File: config.mk
export PLATFORM = sky130hd
export DESIGN_NAME = fetch_stage
export DESIGN_NICKNAME = d
export VERILOG_FILES = /design/src/rtl/fetch_stage.sv
export SDC_FILE = /design/constraint.sdc
export NUM_CORES = 1
export LEC_CHECK = 0
export CELL_PAD_IN_SITES_DETAIL_PLACEMENT = 2
export CELL_PAD_IN_SITES_GLOBAL_PLACEMENT = 2
export CORE_UTILIZATION = 25
export DETAILED_ROUTE_END_ITERATION = 8
export GPL_TIMING_DRIVEN = 0
export PLACE_DENSITY = 0.84
export SLEW_MARGIN = 20
export SYNTH_ARGS = -nofsm -noshare
export SYNTH_HDL_FRONTEND = slang
export SYNTH_SLANG_ARGS = --single-unit
export TNS_END_PERCENT = 20
File: constraint.sdc
create_clock -name clock -period 3.5 [get_ports clock]
set_clock_uncertainty 0.15 [all_clocks]
set_input_delay 0.875 -clock clock [delete_from_list [all_inputs] [get_ports clock]]
set_output_delay 0.875 -clock clock [all_outputs]
set_load 0.01 [all_outputs]
File: src/rtl/fetch_stage.sv
// rtl/fetch_stage.sv - MIPS instruction-fetch stage with program counter and IF/ID pipeline register.
// Optional build macro: FETCH_DELAY_SLOT_EN (branch-delay-slot semantics on redirect).
module fetch_stage #(
    parameter logic [31:0] PC_RESET     = 32'h0040_0000,
    parameter logic [31:0] PC_INCREMENT = 32'h0000_0004,
    parameter logic [31:0] NOP_INSTR    = 32'h0000_0000
) (
    input  logic        clock,
    input  logic        reset,
    input  logic        stall_in,
    input  logic        redirect_in,
    input  logic [31:0] redirect_target_in,
    output logic [31:0] imem_addr_out,
    input  logic [31:0] imem_data_in,
    output logic [31:0] id_instr_out,
    output logic [31:0] id_pc_out,
    output logic [31:0] id_pc_plus4_out,
    output logic        id_valid_out
);

    logic [31:0] pc;
    logic [31:0] nextPc;
    logic        ifValid;
    logic        keepSlot;

    // The ROM is synchronous, so the address must be the PC we will hold next cycle.
    always_comb begin
        nextPc = pc + PC_INCREMENT;
        if (reset) begin
            nextPc = PC_RESET;
        end else if (redirect_in) begin
            nextPc = {redirect_target_in[31:2], 2'b00};
        end else if (stall_in || !ifValid) begin
            nextPc = pc;
        end
    end

    assign imem_addr_out = nextPc;

`ifdef FETCH_DELAY_SLOT_EN
    // The word already fetched at pc is the delay slot and must still reach decode.
    assign keepSlot = ifValid;
`else
    assign keepSlot = 1'b0;
`endif

    always_ff @(posedge clock) begin
        if (reset) begin
            pc              <= PC_RESET;
            ifValid         <= 1'b0;
            id_instr_out    <= NOP_INSTR;
            id_pc_out       <= PC_RESET;
            id_pc_plus4_out <= PC_RESET + PC_INCREMENT;
            id_valid_out    <= 1'b0;
        end else begin
            pc      <= nextPc;
            ifValid <= 1'b1;
            if (redirect_in && !keepSlot) begin
                id_instr_out <= NOP_INSTR;
                id_valid_out <= 1'b0;
            end else if (stall_in && !redirect_in) begin
                id_instr_out    <= id_instr_out;
                id_pc_out       <= id_pc_out;
                id_pc_plus4_out <= id_pc_plus4_out;
                id_valid_out    <= id_valid_out;
            end else if (!ifValid) begin
                id_instr_out <= NOP_INSTR;
                id_valid_out <= 1'b0;
            end else begin
                id_instr_out    <= imem_data_in;
                id_pc_out       <= pc;
                id_pc_plus4_out <= pc + PC_INCREMENT;
                id_valid_out    <= 1'b1;
            end
        end
    end

endmodule

==> impl_metrics.py, run 1 <==
metrics = {
    "route": {
        "wl_um": 33200,
        "drtIter0Drc": 507,
        "drc_errors": 0,
        "antenna_left": 0,
        "wire_per_inst_um": 25.6,
        "num_vias": 7180,
        "via_per_inst": 5.54,
        "dr.pass1.iters": 5,
    },
    "power": {
        "pwr-share-comb_pct": 14.7,
        "clock_power_share_pct": 46.8,
        "netSwitchingPower_mw": 1.19,
        "p_sw_share_pct": 28.8,
        "ir_drop_mv": 0.282,
        "seq_power_share_pct": 38.5,
        "p_int_mw": 2.94,
        "p_leak_nw": 3.24,
        "pwr_density_cell_nw_per_um2": 430,
    },
    "cells_and_area": {
        "drive_gt1_share_pct": 19.3,
        "area_delta_synth_final_pct": 62.7,
        "stdcell_count": 1295,
        "design_area_um2": 9590,
        "nNetsFinal": 1039,
        "num_antenna_cells": 0,
    },
    "synth": {
        "synth.most_common_cell": "dfxtp_1",
        "yosysTopAreaCellShare_pct": 43.5,
        "syn-num-nets": 808,
        "async_flop_share_pct": 0,
        "synth_cell_types": 44,
        "ys.flop_type": "dfxtp_1",
        "synthTopCellsByArea": "dfxtp_1, nand2_1, a21oi_1",
        "synth_seq_cells": 128,
        "seq_area_frac_synth_pct": 43.5,
        "yosys_warnings": 0,
        "netlist_area_um2": 5890,
        "synth_top_cell_by_area": "dfxtp_1",
        "synthCells": 739,
        "synthTopCellsByCount": "dfxtp_1, nand2_1, a21oi_1",
        "avgSynthCellArea_um2": 7.97,
        "synth_edf_count": 0,
    },
    "global_routing": {
        "antenna_found_initial": 1,
        "grt_util_all_layers_pct": 26.4,
        "grt_pass1_wl_um": 47600,
        "grt_overflow_total": 0,
        "grt_pass1_vias": 7776,
        "grt_max_degree": 17,
    },
    "sta": {
        "hold_violations": 0,
        "fin_crit_sh_pct": 105,
        "timing.setup.tns_ps": -610,
        "timing.final.max_slew_violations": 0,
        "finalSetupViolCount": 10,
        "fmax_mhz": 272,
        "fin_crit_ps": 3680,
        "fin_ws_ps": -180,
        "rsz0062_at_grt": "yes",
        "relSlewSlack_pct": 35.8,
        "whs_ps": 304,
        "tightest_slew_ps": 938,
    },
    "placed_design": {
        "dpl.cell_count": 1246,
        "place_congestion": 0.800,
        "io_buffers": 194,
        "dpl.hpwl_um": 20100,
        "post_dp_cell_area_um2": 8230,
    },
    "cts": {
        "cts.hold.buffers_added": 0,
        "numClockSinks": 128,
        "clkLatencyLatePin_ps": 440,
        "path_clk_slew_ps": 60,
        "cts-root-buf": "clkbuf_16",
        "ctsLongestPathBuffers": 2,
        "cts_buffers": 17,
        "tritoncts": "yes",
        "htree_num_levels": 4,
    },
    "critical_path": {
        "regToRegSetupSlack_ps": 570,
        "worst_path_most_repeated_cell": "or4_4",
        "worstSetupStartpointType": "flip-flop",
        "crit_start": "pc[13]",
        "crit_path_cell_trace": "nand4_4 -> or4_4 -> or4_4 -> a311oi_4 -> buf_2",
        "reg2reg_to": "id_pc_plus4_out[15]",
        "cp-end-kind": "primary output",
        "worstPathMaxFanout": 8,
        "reg2regPathDepth": 6,
        "cp-endpoint": "imem_addr_out[25]",
        "cp.arrival_ps": 2650,
        "cpMaxStageDelayCell": "or4_4",
        "r2r_start": "ifValid",
        "max_stage_delay_ps": 620,
        "critical_path_class": "flip-flop to primary output",
        "required_ps": 2470,
    },
    "worst_hold_path": {
        "hold_class": "flip-flop to flip-flop",
    },
    "floorplan": {
        "die-width_um": 156,
        "die_area_um2": 24200,
        "core-area_um2": 22800,
        "core.rowCount": 55,
        "io_pins": 197,
        "dieHeight_um": 156,
        "initial_core_util_pct": 25.8,
    },
    "outcome": {
        "status": "finished, violations left",
        "failed_checks": "negative setup slack",
    },
    "job": {
        "cap_violations": 0,
    },
}
-- sequential cells by signal, indices dropped and copies added, names as in the netlist --
register / count
pc: 32
id_pc_plus4_out: 30
ifValid: 1
id_instr_out: 32
id_valid_out: 1
id_pc_out: 32
-- kinds of logic after synthesis --
kind of cell | synth area share, %
adders and majority gates | 0.212
DFF | 43.5
xor gates and xnor gates | 3.27
AOI/OAI and AO/OA | 21.8
buffers and inverters | 5.60
and+or+nand+nor | 25.6
-- layout make-up --
| class | count | area, um2 |
|---|---|---|
| flip-flops and latches | 128 | 2640 |
| fillers | 2453 | 13300 |
| inverters | 8 | 32.5 |
| clock buffers | 19 | 453 |
| clock inverters | 12 | 159 |
| repair buffers | 225 | 2110 |
| well taps | 313 | 392 |
| plain buffers | 62 | 400 |
| multi-input cells | 528 | 3400 |
-- layer usage --
layer | wire (um) | GRT usage (%) | share of wire, %
met5 | 13 | 0 | 0.039
met4 | 1260 | 12.6 | 3.8
met3 | 2180 | 6.92 | 6.6
met2 | 16300 | 44.2 | 49
met1 | 13400 | 31.3 | 40
-- worst min-delay path by stage --
stage,startpoint,end,depth (start not counted)
2_1_floorplan,pc[0],id_pc_out[0],2
3_3_place_gp,id_instr_out[25],id_instr_out[25],2
3_5_place_dp,id_instr_out[7],id_instr_out[7],2
4_1_cts,id_instr_out[7],id_instr_out[7],2
5_1_grt,id_instr_out[28],id_instr_out[28],2
6_report,id_instr_out[7],id_instr_out[7],2
-- placed cells by master (no fill, tap or decap), types with 11 or more instances in the layout --
cell	instances
a211oi_1	23
a21oi_1	72
a311oi_1	28
buf_2	11
buf_4	35
clkbuf_1	31
clkbuf_16	17
clkdlybuf4s50_1	161
dfxtp_1	103
dfxtp_4	19
dlygate4sd2_1	15
nand2_1	125
nand3_1	44
nor2_1	54
o21ai_0	14
o31ai_1	13
xnor2_1	16
-- what timing repair did --
action	4_1_cts	5_1_grt
pin swaps	16	16
resized for setup	216	53
buffers inserted	19	12
cloned	0	0
endpoints found under the setup margin	32	28
-- power groups by stage --
stage               sequential (mW)  clock, mW  combinational [mW]
floorplan                      1.60          0               0.226
global placement               1.60          0               0.520
detailed placement             1.60          0               0.534
CTS                            1.58       1.91               0.572
global route                   1.59       1.99               0.642
finish                         1.59       1.93               0.609
-- worst max-delay path, delay by kind of cell, from the launching register on --
family	cells	cell delay, ps
DFF	1	380
and+or+nand+nor	3	1360
AOI/OAI and AO/OA	1	280
buffers and inverters	1	190
-- metrics by stage --
step	setup slack, ps	util, %	power (mW)
finish	-180	42.0	4.13
global route	-212	42.0	4.22
CTS	-234	41.2	4.06
detailed placement	-1700	36.0	2.14
global placement	-1690	36.0	2.12
floorplan	97.5	-	1.83
Note: power is estimated with default switching activity, not from simulation.
==> run 2: changes to the inputs <==
TNS_END_PERCENT = 1   (was 20)
==> run 2 against run 1 <==
The flow still finishes with violations (negative setup slack). Fmax is 2.5% lower. Sequential power hardly changed. Worst hold slack worse by 1.8 ps. Sequential share of layout area rose by 0.33 points. Flip-flop and latch count is the same. Routed wire length shrank 5.7%. Utilization down 0.58 points. Power is 1.1% lower. Register-to-register slack gained 150 ps. Critical path depth is the same. Setup slack worse by 95 ps.
==> impl_metrics.py, run 2 (synthesis results as in run 1) <==
metrics = {
    "floorplan": {
        "io_pins": 197,
        "core-area_um2": 22800,
        "initial_core_util_pct": 25.8,
        "die-width_um": 156,
        "dieHeight_um": 156,
        "core.rowCount": 55,
        "die_area_um2": 24200,
    },
    "cts": {
        "ctsLongestPathBuffers": 2,
        "htree_num_levels": 4,
        "cts-root-buf": "clkbuf_16",
        "cts_buffers": 17,
        "path_clk_slew_ps": 60,
        "tritoncts": "yes",
        "numClockSinks": 128,
        "clkLatencyLatePin_ps": 440,
    },
    "sta": {
        "whs_ps": 303,
        "fin_crit_sh_pct": 108,
        "tightest_slew_ps": 822,
        "rsz0062_at_grt": "yes",
        "hold_violations": 0,
        "finalSetupViolCount": 11,
        "fin_crit_ps": 3770,
        "relSlewSlack_pct": 45.2,
        "fin_ws_ps": -275,
        "fmax_mhz": 265,
        "timing.final.max_slew_violations": 0,
    },
    "cells_and_area": {
        "mostFrequentLayoutCells": "clkdlybuf4s50_1, nand2_1, dfxtp_1, a21oi_1, nor2_1",
        "area_delta_synth_final_pct": 60.5,
        "nNetsFinal": 1032,
        "stdcell_count": 1288,
        "top_regs": "id_instr_out: 32 flops, id_pc_out: 32 flops, pc: 32 flops",
        "drive_gt1_share_pct": 17.9,
        "fin_util_pct": 41.4,
        "num_antenna_cells": 0,
        "final_common_cell": "clkdlybuf4s50_1",
    },
    "job": {
        "cap_violations": 0,
    },
    "critical_path": {
        "cpMaxStageDelayCell": "or4_4",
        "worst_path_most_repeated_cell": "or4_4",
        "regToRegSetupSlack_ps": 720,
        "worstSetupStartpointType": "flip-flop",
        "r2r_start": "ifValid",
        "cp-end-kind": "primary output",
        "max_stage_delay_ps": 620,
        "critical_path_class": "flip-flop to primary output",
        "worstPathMaxFanout": 8,
        "crit_path_cell_trace": "nand4_4 -> or4_4 -> or4_4 -> a311oi_4 -> buf_2",
        "reg2reg_to": "id_pc_plus4_out[15]",
        "cp.arrival_ps": 2750,
        "required_ps": 2470,
        "reg2regPathDepth": 6,
    },
    "placed_design": {
        "dpl.hpwl_um": 20100,
        "place_congestion": 0.800,
        "io_buffers": 194,
        "post-place-ws_ps": -1700,
        "dpl.cell_count": 1246,
    },
    "worst_hold_path": {
        "hold_path_end": "id_instr_out[25]",
        "holdPathStages": 2,
        "hold_class": "flip-flop to flip-flop",
        "hp-start": "id_instr_out[25]",
    },
    "global_routing": {
        "use_met1_pct": 31.4,
        "grt_pass1_wl_um": 46500,
        "top_usage_layer": "met2",
        "grt_overflow_total": 0,
        "antenna_found_initial": 1,
        "gr-usage-met3_pct": 4.69,
        "met2_usage_pct": 43.0,
        "grt_max_degree": 17,
        "grt_pass1_vias": 7708,
        "grt_util_all_layers_pct": 25.7,
    },
    "outcome": {
        "status": "finished, violations left",
        "failed_checks": "negative setup slack",
    },
    "route": {
        "dr.pass1.iters": 5,
        "antenna_left": 0,
        "num_vias": 7043,
        "drtIter0Drc": 483,
        "drc_errors": 0,
        "wire_per_inst_um": 24.3,
        "wl_um": 31300,
        "via_per_inst": 5.47,
    },
    "power": {
        "pwr_density_cell_nw_per_um2": 432,
        "ir_drop_mv": 0.199,
        "p_leak_nw": 3.18,
    },
}
==> run 2: changes by cell type in the layout (fill, tap and decap cells not counted), sizes merged <==
| cell | delta |
|---|---|
| buf | -7 |
| clkdlybuf4s15 | -1 |
| clkdlybuf4s50 | +1 |
| clkinv | +1 |
| dlygate4sd2 | +1 |
| dlymetal6s2s | -1 |
| inv | -1 |
==> run 2: power breakdown <==
part	internal, mW	switching [mW]	total [mW]
combinational	0.263	0.328	0.591
sequential	1.51	0.0694	1.58
clock	1.16	0.749	1.91
==> run 2: metrics by stage <==
stage                     instance area (um2)  setup TNS (ps)  power (mW)
after floorplan                          5890               0        1.83
after global placement                   8230          -37440        2.12
after detailed placement                 8230          -38660        2.14
after CTS                                9390           -1360        4.06
after global routing                     9460           -1770        4.19
final                                    9460           -1220        4.08
==> run 2: worst max-delay path: cells and delay by family, from the launching register on <==
family / cells / cell delay (ps)
compound gates: 1 / 340
flops: 1 / 370
simple gates: 3 / 1400
buf+inv: 1 / 200
==> run 2: layer usage <==
metal  vias to the layer above  wire, um
li1                       3138         -
met1                      3524     13000
met2                       302     15300
met3                        77      1730
met4                         2      1190
met5                         -        13
==> run 2: what timing repair did <==
item	4_1_cts	5_1_grt
setup endpoints to repair	32	28
pin swaps	15	11
hold buffers	0	0
buffers inserted	17	5
gates resized for setup	218	30
==> run 2: final cells by class <==
cell class / count / area (um2)
Buffer: 64 / 399
Clock buffer: 19 / 453
Clock inverter: 12 / 159
Fill cell: 2490 / 13400
Inverter: 8 / 31.3
Multi-Input combinational cell: 528 / 3350
Sequential cell: 128 / 2640
Tap cell: 313 / 392
Timing Repair Buffer: 216 / 2040
==> run 2: worst max-delay path by stage <==
stage | start | end | cells after the start
floorplan | stall_in | imem_addr_out[31] | 5
detailed placement | stall_in | imem_addr_out[31] | 7
global route | pc[13] | imem_addr_out[25] | 5
global placement | stall_in | imem_addr_out[31] | 7
finish | pc[13] | imem_addr_out[25] | 5
CTS | pc[13] | imem_addr_out[31] | 7
